`config.mk`:
```
export PLATFORM = sky130hd
export DESIGN_NAME = switch_led_ctrl
export DESIGN_NICKNAME = d
export VERILOG_FILES = /design/src/rtl/switch_led_ctrl.sv
export SDC_FILE = /design/constraint.sdc
export NUM_CORES = 1
export LEC_CHECK = 0
export CORE_MARGIN = 10
export CORE_UTILIZATION = 46
export CTS_CLUSTER_DIAMETER = 120
export DETAILED_ROUTE_END_ITERATION = 10
export HOLD_SLACK_MARGIN = 0.1
export RECOVER_POWER = 25
export SKIP_LAST_GASP = 1
export SLEW_MARGIN = 20
export SYNTH_ARGS = -nofsm -noshare
export SYNTH_HDL_FRONTEND = slang
export SYNTH_SLANG_ARGS = --single-unit
```
`constraint.sdc`:
```
create_clock -name clk -period 3.1 [get_ports clk]
set_input_delay 0.465 -clock clk [delete_from_list [all_inputs] [get_ports clk]]
set_output_delay 0.465 -clock clk [all_outputs]
set_load 0.05 [all_outputs]
```
`src/rtl/switch_led_ctrl.sv`:
```
// switch_led_ctrl: N-channel push-button front end (synchronise, debounce,
// press pulse) feeding a mode-selected LED driver: direct, toggle, blink or
// press counter. All state sits behind one async active-low reset.
module switch_led_ctrl #(
    parameter int NUM_CH            = 4,
    parameter int DEBOUNCE_CYCLES   = 250000,
    parameter int BLINK_HALF_CYCLES = 6250000
) (
    input  logic              clk,
    input  logic              rst_n,
    input  logic [NUM_CH-1:0] i_switch,
    input  logic [1:0]        i_mode,
    input  logic              i_clear,
    output logic [NUM_CH-1:0] o_press,
    output logic [NUM_CH-1:0] o_led
);

    localparam int CNT_W = $clog2(DEBOUNCE_CYCLES + 1);
    localparam int BLK_W = $clog2(BLINK_HALF_CYCLES + 1);

    // Last count value before the debounced state is allowed to change.
    localparam logic [CNT_W-1:0] DEB_LAST = CNT_W'(DEBOUNCE_CYCLES - 1);
    // Last blink timer value before the phase flips.
    localparam logic [BLK_W-1:0] BLK_LAST = BLK_W'(BLINK_HALF_CYCLES - 1);

    localparam logic [1:0] MODE_DIRECT = 2'b00;
    localparam logic [1:0] MODE_TOGGLE = 2'b01;
    localparam logic [1:0] MODE_BLINK  = 2'b10;
    localparam logic [1:0] MODE_COUNT  = 2'b11;

    logic [NUM_CH-1:0] sync1_r;
    logic [NUM_CH-1:0] sw_s;
    logic [NUM_CH-1:0] stable_r;
    logic [CNT_W-1:0]  cnt_r [NUM_CH];
    logic [NUM_CH-1:0] tog_r;
    logic [NUM_CH-1:0] pcnt_r;
    logic [BLK_W-1:0]  blink_cnt_r;
    logic              phase_r;

    logic [NUM_CH-1:0] stable_nxt_s;
    logic [CNT_W-1:0]  cnt_nxt_s [NUM_CH];
    logic [NUM_CH-1:0] press_s;
    logic [NUM_CH-1:0] led_nxt_s;

    // Two-flop synchroniser for the asynchronous switch pins.
    always_ff @(posedge clk or negedge rst_n) begin
        if (!rst_n) begin
            sync1_r <= '0;
            sw_s    <= '0;
        end else begin
            sync1_r <= i_switch;
            sw_s    <= sync1_r;
        end
    end

    // Debounce: count consecutive disagreeing samples, adopt the new level on the last one.
    always_comb begin
        stable_nxt_s = stable_r;
        for (int i = 0; i < NUM_CH; i++) begin
            cnt_nxt_s[i] = '0;
            if (sw_s[i] == stable_r[i]) begin
                cnt_nxt_s[i] = '0;
            end else if (cnt_r[i] == DEB_LAST) begin
                stable_nxt_s[i] = sw_s[i];
                cnt_nxt_s[i]    = '0;
            end else begin
                cnt_nxt_s[i] = cnt_r[i] + CNT_W'(1);
            end
        end
        press_s = stable_nxt_s & ~stable_r;
    end

    // Debounced state, per-channel counters and the press pulse register.
    always_ff @(posedge clk or negedge rst_n) begin
        if (!rst_n) begin
            stable_r <= '0;
            o_press  <= '0;
            for (int i = 0; i < NUM_CH; i++) begin
                cnt_r[i] <= '0;
            end
        end else begin
            stable_r <= stable_nxt_s;
            o_press  <= press_s;
            for (int i = 0; i < NUM_CH; i++) begin
                cnt_r[i] <= cnt_nxt_s[i];
            end
        end
    end

    // Toggle bits and channel-0 press counter; clear beats a coincident press.
    always_ff @(posedge clk or negedge rst_n) begin
        if (!rst_n) begin
            tog_r  <= '0;
            pcnt_r <= '0;
        end else if (i_clear) begin
            tog_r  <= '0;
            pcnt_r <= '0;
        end else begin
            tog_r  <= tog_r ^ press_s;
            pcnt_r <= pcnt_r + NUM_CH'(press_s[0]);
        end
    end

    // Free-running blink timer; only reset restarts it.
    always_ff @(posedge clk or negedge rst_n) begin
        if (!rst_n) begin
            blink_cnt_r <= '0;
            phase_r     <= 1'b0;
        end else if (blink_cnt_r == BLK_LAST) begin
            blink_cnt_r <= '0;
            phase_r     <= ~phase_r;
        end else begin
            blink_cnt_r <= blink_cnt_r + BLK_W'(1);
            phase_r     <= phase_r;
        end
    end

    // LED source selection from the current registered state.
    always_comb begin
        led_nxt_s = '0;
        case (i_mode)
            MODE_DIRECT: led_nxt_s = stable_r;
            MODE_TOGGLE: led_nxt_s = tog_r;
            MODE_BLINK:  led_nxt_s = stable_r & {NUM_CH{phase_r}};
            MODE_COUNT:  led_nxt_s = pcnt_r;
            default:     led_nxt_s = stable_r;
        endcase
    end

    // Registered LED drive.
    always_ff @(posedge clk or negedge rst_n) begin
        if (!rst_n) begin
            o_led <= '0;
        end else begin
            o_led <= led_nxt_s;
        end
    end

endmodule

```
**Yosys cells after proc, flatten, opt, wreduce, memory -nomap -nowiden**

Index checks and enable logic that the tools add are counted.

- Bits in registers: 124
- Output and inout bits: 8

- $add $sub $neg: 6
- Equal/unequal tests: 12
- Multiplexer cells: 20
- Bitwise logic cells: 5
- Reductions and logical operators: 1

Operators with widths:

| kind | number |
|---|---|
| 2-to-1 mux 18 bit | 8 |
| adder 18 x 1 -> 18 bit, second input constant | 4 |
| == test 18 bit, second input constant | 4 |
| adder 23 x 1 -> 23 bit, second input constant | 1 |
| == test 23 bit, second input constant | 1 |
| 2-to-1 mux 23 bit | 1 |
| case mux 4 bit (4 select lines) | 1 |
| AND 4 bit | 2 |
| 2-to-1 mux 1 bit | 8 |
| 2-to-1 mux 4 bit | 2 |
| adder 4 x 1 -> 4 bit | 1 |
| == test 1 bit | 4 |
| == test 2 bit, second input constant | 2 |
| NOT 4 bit | 1 |
| XOR 4 bit | 1 |
| == test 2 x 1 -> 1 bit, second input constant | 1 |
| zero test 2 bit | 1 |
| NOT 1 bit | 1 |

**Logic depth before layout (Yosys ltp)**

- Depth in word-level cells: 6
- Mapped depth: 7
- Gate-level depth less buffers: 7

**Worst setup path before layout**

OpenSTA, ideal clock, no wires.

- Path type: reg2reg
- Start point: reg cnt_r[58] (netlist name)
- End point: reg pcnt_r[1]
- Library setup time: 132 ps
- Arrival time: 2161 ps
- Path slack: 806 ps
- Cell stages (with the launch flop): 7
- Path buffers: 0
- Clock period less this slack: 2294 ps
- Cells stage by stage: dfrtp_1 > or4b_1 > or4_4 > nor4_4 > ha_1 > ha_1 > nor2b_1

- Longest elaborated chain between the ends: 6

RTL lines:

| what | RTL line | text |
|---|---|---|
| from (decl) | 34 | `logic [CNT_W-1:0] cnt_r [NUM_CH];` |
| from (signal, indexed assignment) | 85 | `cnt_r[i] <= cnt_nxt_s[i];` |
| == test 18 bit | 63 | `end else if (cnt_r[i] == DEB_LAST) begin` |
| 2-to-1 mux 1 bit | 63 |  |
| 2-to-1 mux 1 bit | 61 | `if (sw_s[i] == stable_r[i]) begin` |
| AND 4 bit | 70 | `press_s = stable_nxt_s & ~stable_r;` |
| via press_s[0] | 42 | `logic [NUM_CH-1:0] press_s;` |
| adder 4 x 1 -> 4 bit | 100 | `pcnt_r <= pcnt_r + NUM_CH'(press_s[0]);` |
| 2-to-1 mux 4 bit | 95 | `end else if (i_clear) begin` |
| to (signal assigned) | 100 |  |
| to (decl) | 36 | `logic [NUM_CH-1:0] pcnt_r;` |

The timed path passes the listed nets, and every way through them passes these cells.
A chain may end at the register's enable or synchronous reset.

**Worst setup path in the final report**

- Start point: reg cnt_r[59] (netlist name)
- End point: reg pcnt_r[1]

The elaborated chain is that of the path after synthesis.

==> metrics.md <==
| Metric | Value |
|---|---|
| Outcome | complete, no violations |
| Critical Path Slowest Stage Cell | sky130_fd_sc_hd__or4_4 |
| Mapped Nets | approximately 580 |
| Post-cts gate resize count | 0 |
| Floorplan Core Area | around 13000 um^2 |
| Buffers inserted during post-CTS setup optimization | 0 |
| Critical path data required time | roughly 3.4 ns |
| Flip-flop and latch count after synthesis | 124 |
| Worst VDD drop | 0.3975 mV |
| TritonCTS clock tree | built |
| Most numerous cell in the Yosys netlist | sky130_fd_sc_hd__dfrtp_1 |
| Area share of the leading cell type in the synthesized netlist | 0.5326 |
| Average instance area after synthesis | 10.37 um^2 |
| Number of nets still failing antenna checks after routing | 0 |
| DIE AREA | around 18000 um^2 |
| Final clock period utilization by the worst path | 0.7811 |
| Count of buffers inserted at the top-level ports | 16 |
| Number of placed I/O pins | 17 |
| # hold bufs at CTS | 1 |
| Power density relative to cell area | 531.8 nW/um^2 |
| Proportion of layout cells with a drive suffix above 1 | 0.08638 |
| CP endpoint kind | flop |
| Max Cap Viol | 0 |
| Clock root buffer | sky130_fd_sc_hd__clkbuf_16 |
| Total number of vias | around 4200 |
| Cells along the critical path | or4b_1 -> or4_4 -> nor4_4 -> ha_1 -> ha_1 -> nor2b_1 |
| Measured slew at the worst slew-check pin | about 1.3 ns |
| Number of global-route vias before repair | between 4000 and 5000 |
| H-Tree Depth | 4 |
| Ratio of routed vias to standard cells | between 5 and 6 |
| All-layer global routing usage | 0.1351 |
| Final Hold Fails | 0 |
| Worst setup path class | reg2reg |
| Number of enable flip-flop cells after synthesis | 0 |
| Crit path arrival time | 2.70 ns |
| Synth Cell Area | 5826 um^2 |
| Antenna violations before repair | 0 |
| Synthesized instance count | ~560 |
| Clock period minus worst slack | 2.422 ns |
| Placed cells | ~740 |
| Pre-Repair DR Iteration Count | 4 |
| Class of the most critical hold timing path | reg2reg |
| Growth of design area from synthesis to finish | 15.59% |
| Critical path buffers and inverters | 0 |
| Largest delay share family, worst path | simple AND/OR/NAND/NOR gates |
| Wire length of the first global-routing pass | roughly 20000 um |
| Fmax achieved | around 0.41 GHz |
| Asr flop ratio synth | 1.000 |
| Cells taking the most area after synthesis | sky130_fd_sc_hd__dfrtp_1, sky130_fd_sc_hd__xnor2_1, sky130_fd_sc_hd__nor2_1, sky130_fd_sc_hd__xor2_1, sky130_fd_sc_hd__nand3_1 |
| Critical Path Source | cnt_r[59]$_DFF_PN0_ |
| Worst-case hold slack | roughly 0.35 ns |
| Final clock skew | around 0.007 ns |
| Count of unresolved DRC violations after routing | 0 |
| Overall routed net length | between 10000 and 15000 um |
| Cts bufs inserted | 17 |
| Estimated wirelength of the detail-placed design | between 7000 and 8000 um |
| Final global-route overflow total | 0 |
| NumNets Final | 606 |
| Count of pins over their slew limit | 0 |
| Wirelength per Cell | around 15 um |
| Max FO, Critical Path | 4 |
| Origin of the worst min-delay path | sync1_r[1]$_DFF_PN0_ |
| Placed cell areas | slightly above 6000 um^2 |
| CTS Buffer Depth | 2 |
| Antenna cells | 0 |
| Post-route setup TNS | 0 ns |
| Register area share after synthesis | 0.5326 |
| Largest net degree at the start of global routing | between 50 and 60 |
| Crit path launch type | flop |
| Commonest cells in the netlist | sky130_fd_sc_hd__dfrtp_1, sky130_fd_sc_hd__nor2_1, sky130_fd_sc_hd__xnor2_1, sky130_fd_sc_hd__nand3_1, sky130_fd_sc_hd__nand4_1 |
| Post-route standard cell area excluding fillers | just under 7000 um^2 |
| Dominant register cell in the synthesized netlist | sky130_fd_sc_hd__dfrtp_1 |
| Setup-violating endpoint count in the final report | 0 |
| Horizontal die dimension | about 130 um |
| Overall power after layout | approximately 3600 uW |
| Final estimated routing congestion in global placement | between 0.8 and 0.9 |
| Unrepaired setup endpoints after global routing | false |
| Clk Latency, worst-skew pair | ~0.4 ns |
| Clock transition at path regs | 0.05 ns |
| Initial detailed-routing violation count | slightly above 400 |
| Biggest area consumer among synthesized cells | sky130_fd_sc_hd__dfrtp_1 |
| Yosys warnings | 0 |
| Number of unique standard cell types used by synthesis | 45 |
| Startpoint of the lowest-slack register-to-register path | cnt_r[59]$_DFF_PN0_ |
| Vertical die dimension | around 130 um |
| Worst-case headroom to the max-slew limit | 0.1254 |
| Cell Rows | 41 |
| Non-Filler Instances | ~770 |
| CP most frequent cell | sky130_fd_sc_hd__ha_1 |
| Leakage power total | ~0.0028 uW |
| Starting utilization of the core area | 0.4654 |
| TritonCTS sink count | ~120 |
| Crit-path max cell delay | 0.56 ns |
[stage by stage]
stage,util,setup slack (ns)
2_1_floorplan,-,0.8063
3_3_place_gp,0.4945,0.7287
3_5_place_dp,0.4945,0.6853
4_1_cts,0.5393,0.6654
5_1_grt,0.5380,0.3090
6_report,0.5380,0.6785
[final timing paths]
| check | endpoint | slack (ns) | cells after the start |
|---|---|---|---|
| hold / removal | sw_s[1]$_DFF_PN0_ | 0.35 | 0 |
| min in group asynchronous | cnt_r[32]$_DFF_PN0_ | 0.87 | 2 |
| hold reg to reg | sw_s[1]$_DFF_PN0_ | 0.35 | 0 |
| setup reg to reg | pcnt_r[1]$_DFF_PN0_ | 0.68 | 6 |
| setup / recovery | pcnt_r[1]$_DFF_PN0_ | 0.68 | 6 |
| max in group asynchronous | blink_cnt_r[17]$_DFF_PN0_ | 0.71 | 3 |
[power breakdown]
group	total (uW)	internal, uW	switching [uW]
clock network	1810	1140	671
logic	114	35.3	79.2
registers	1660	1640	17.2
[state kept, by name, summed over array words and instances, names as in the netlist]
| register | flops |
|---|---|
| sw_s | 4 |
| stable_r | 4 |
| sync1_r | 4 |
| pcnt_r | 4 |
| o_led | 4 |
| cnt_r | 72 |
| phase_r | 1 |
| blink_cnt_r | 23 |
| o_press | 4 |
| tog_r | 4 |
[worst register-to-register path, stage by stage, from the launching register on]
cell                      delay [ns]
sky130_fd_sc_hd__dfrtp_1        0.41
sky130_fd_sc_hd__or4b_1         0.50
sky130_fd_sc_hd__or4_4          0.56
sky130_fd_sc_hd__nor4_4         0.23
sky130_fd_sc_hd__ha_1           0.23
sky130_fd_sc_hd__ha_1           0.23
sky130_fd_sc_hd__nor2b_1        0.13
[layer usage]
layer / GRT usage / vias up / routed length (um)
met3: 0.03671 / 18 / 339
li1: - / 2060 / -
met4: 0.06051 / 0 / 201
met5: 0 / - / 0
met1: 0.1782 / 2064 / 5578
met2: 0.2027 / 56 / 5103
[layout by cell type, fill, tap and decap left out, types with 3 or more instances in the layout]
cell type                         netlist  routed
sky130_fd_sc_hd__dfrtp_1              124     124
sky130_fd_sc_hd__nor2_1                81      81
sky130_fd_sc_hd__xnor2_1               48      48
sky130_fd_sc_hd__nand3_1               36      36
sky130_fd_sc_hd__nand4_1               26      26
sky130_fd_sc_hd__a21oi_1               23      23
sky130_fd_sc_hd__xor2_1                21      21
sky130_fd_sc_hd__nand2_1               20      20
sky130_fd_sc_hd__inv_1                 18      18
sky130_fd_sc_hd__clkbuf_16              0      17
sky130_fd_sc_hd__or3_1                 14      14
sky130_fd_sc_hd__or4_1                 13      13
sky130_fd_sc_hd__nor4_1                13      13
sky130_fd_sc_hd__o31ai_1               12      12
sky130_fd_sc_hd__and3_1                11      11
sky130_fd_sc_hd__o21ai_0               11      11
sky130_fd_sc_hd__clkdlybuf4s50_1        0      11
sky130_fd_sc_hd__nor3_1                 9       9
sky130_fd_sc_hd__mux2i_1                7       7
sky130_fd_sc_hd__ha_1                   7       7
sky130_fd_sc_hd__nand2b_1               6       6
sky130_fd_sc_hd__clkbuf_8               0       6
sky130_fd_sc_hd__and4_1                 5       5
sky130_fd_sc_hd__nor2b_1                5       5
sky130_fd_sc_hd__dlygate4sd3_1          0       5
sky130_fd_sc_hd__buf_4                  1       5
sky130_fd_sc_hd__o22ai_1                4       4
sky130_fd_sc_hd__nor4b_1                4       4
sky130_fd_sc_hd__mux2_2                 4       4
sky130_fd_sc_hd__clkinv_2               0       4
sky130_fd_sc_hd__a31o_2                 3       3
sky130_fd_sc_hd__or2_2                  3       3
sky130_fd_sc_hd__and2_1                 3       3
sky130_fd_sc_hd__clkbuf_1              10       3
[kinds of logic (layout without fill, tap and decap cells)]
kind of cell             after synthesis  in the layout  share of synthesized area
AND/OR/NAND/NOR                      258            258                     0.2403
flip-flops                           124            124                     0.5326
XOR/XNOR                              69             69                     0.1037
AO/OA/AOI/OAI                         60             60                    0.06358
buffers and inverters                 32             72                    0.02298
multiplexers                          12             12                    0.02169
adder cells (fa/ha/maj)                7              7                    0.01503
[area by class of cell]
cell class,instances,area (um^2)
Sequential cell,124,3103
Fill cell,1137,5783
Timing Repair Buffer,23,209.0
Clock inverter,6,35.03
Clock buffer,25,515.5
Tap cell,172,215.2
Inverter,18,67.56
Multi-Input combinational cell,406,2589
Note: power is estimated with default switching activity, not from simulation.
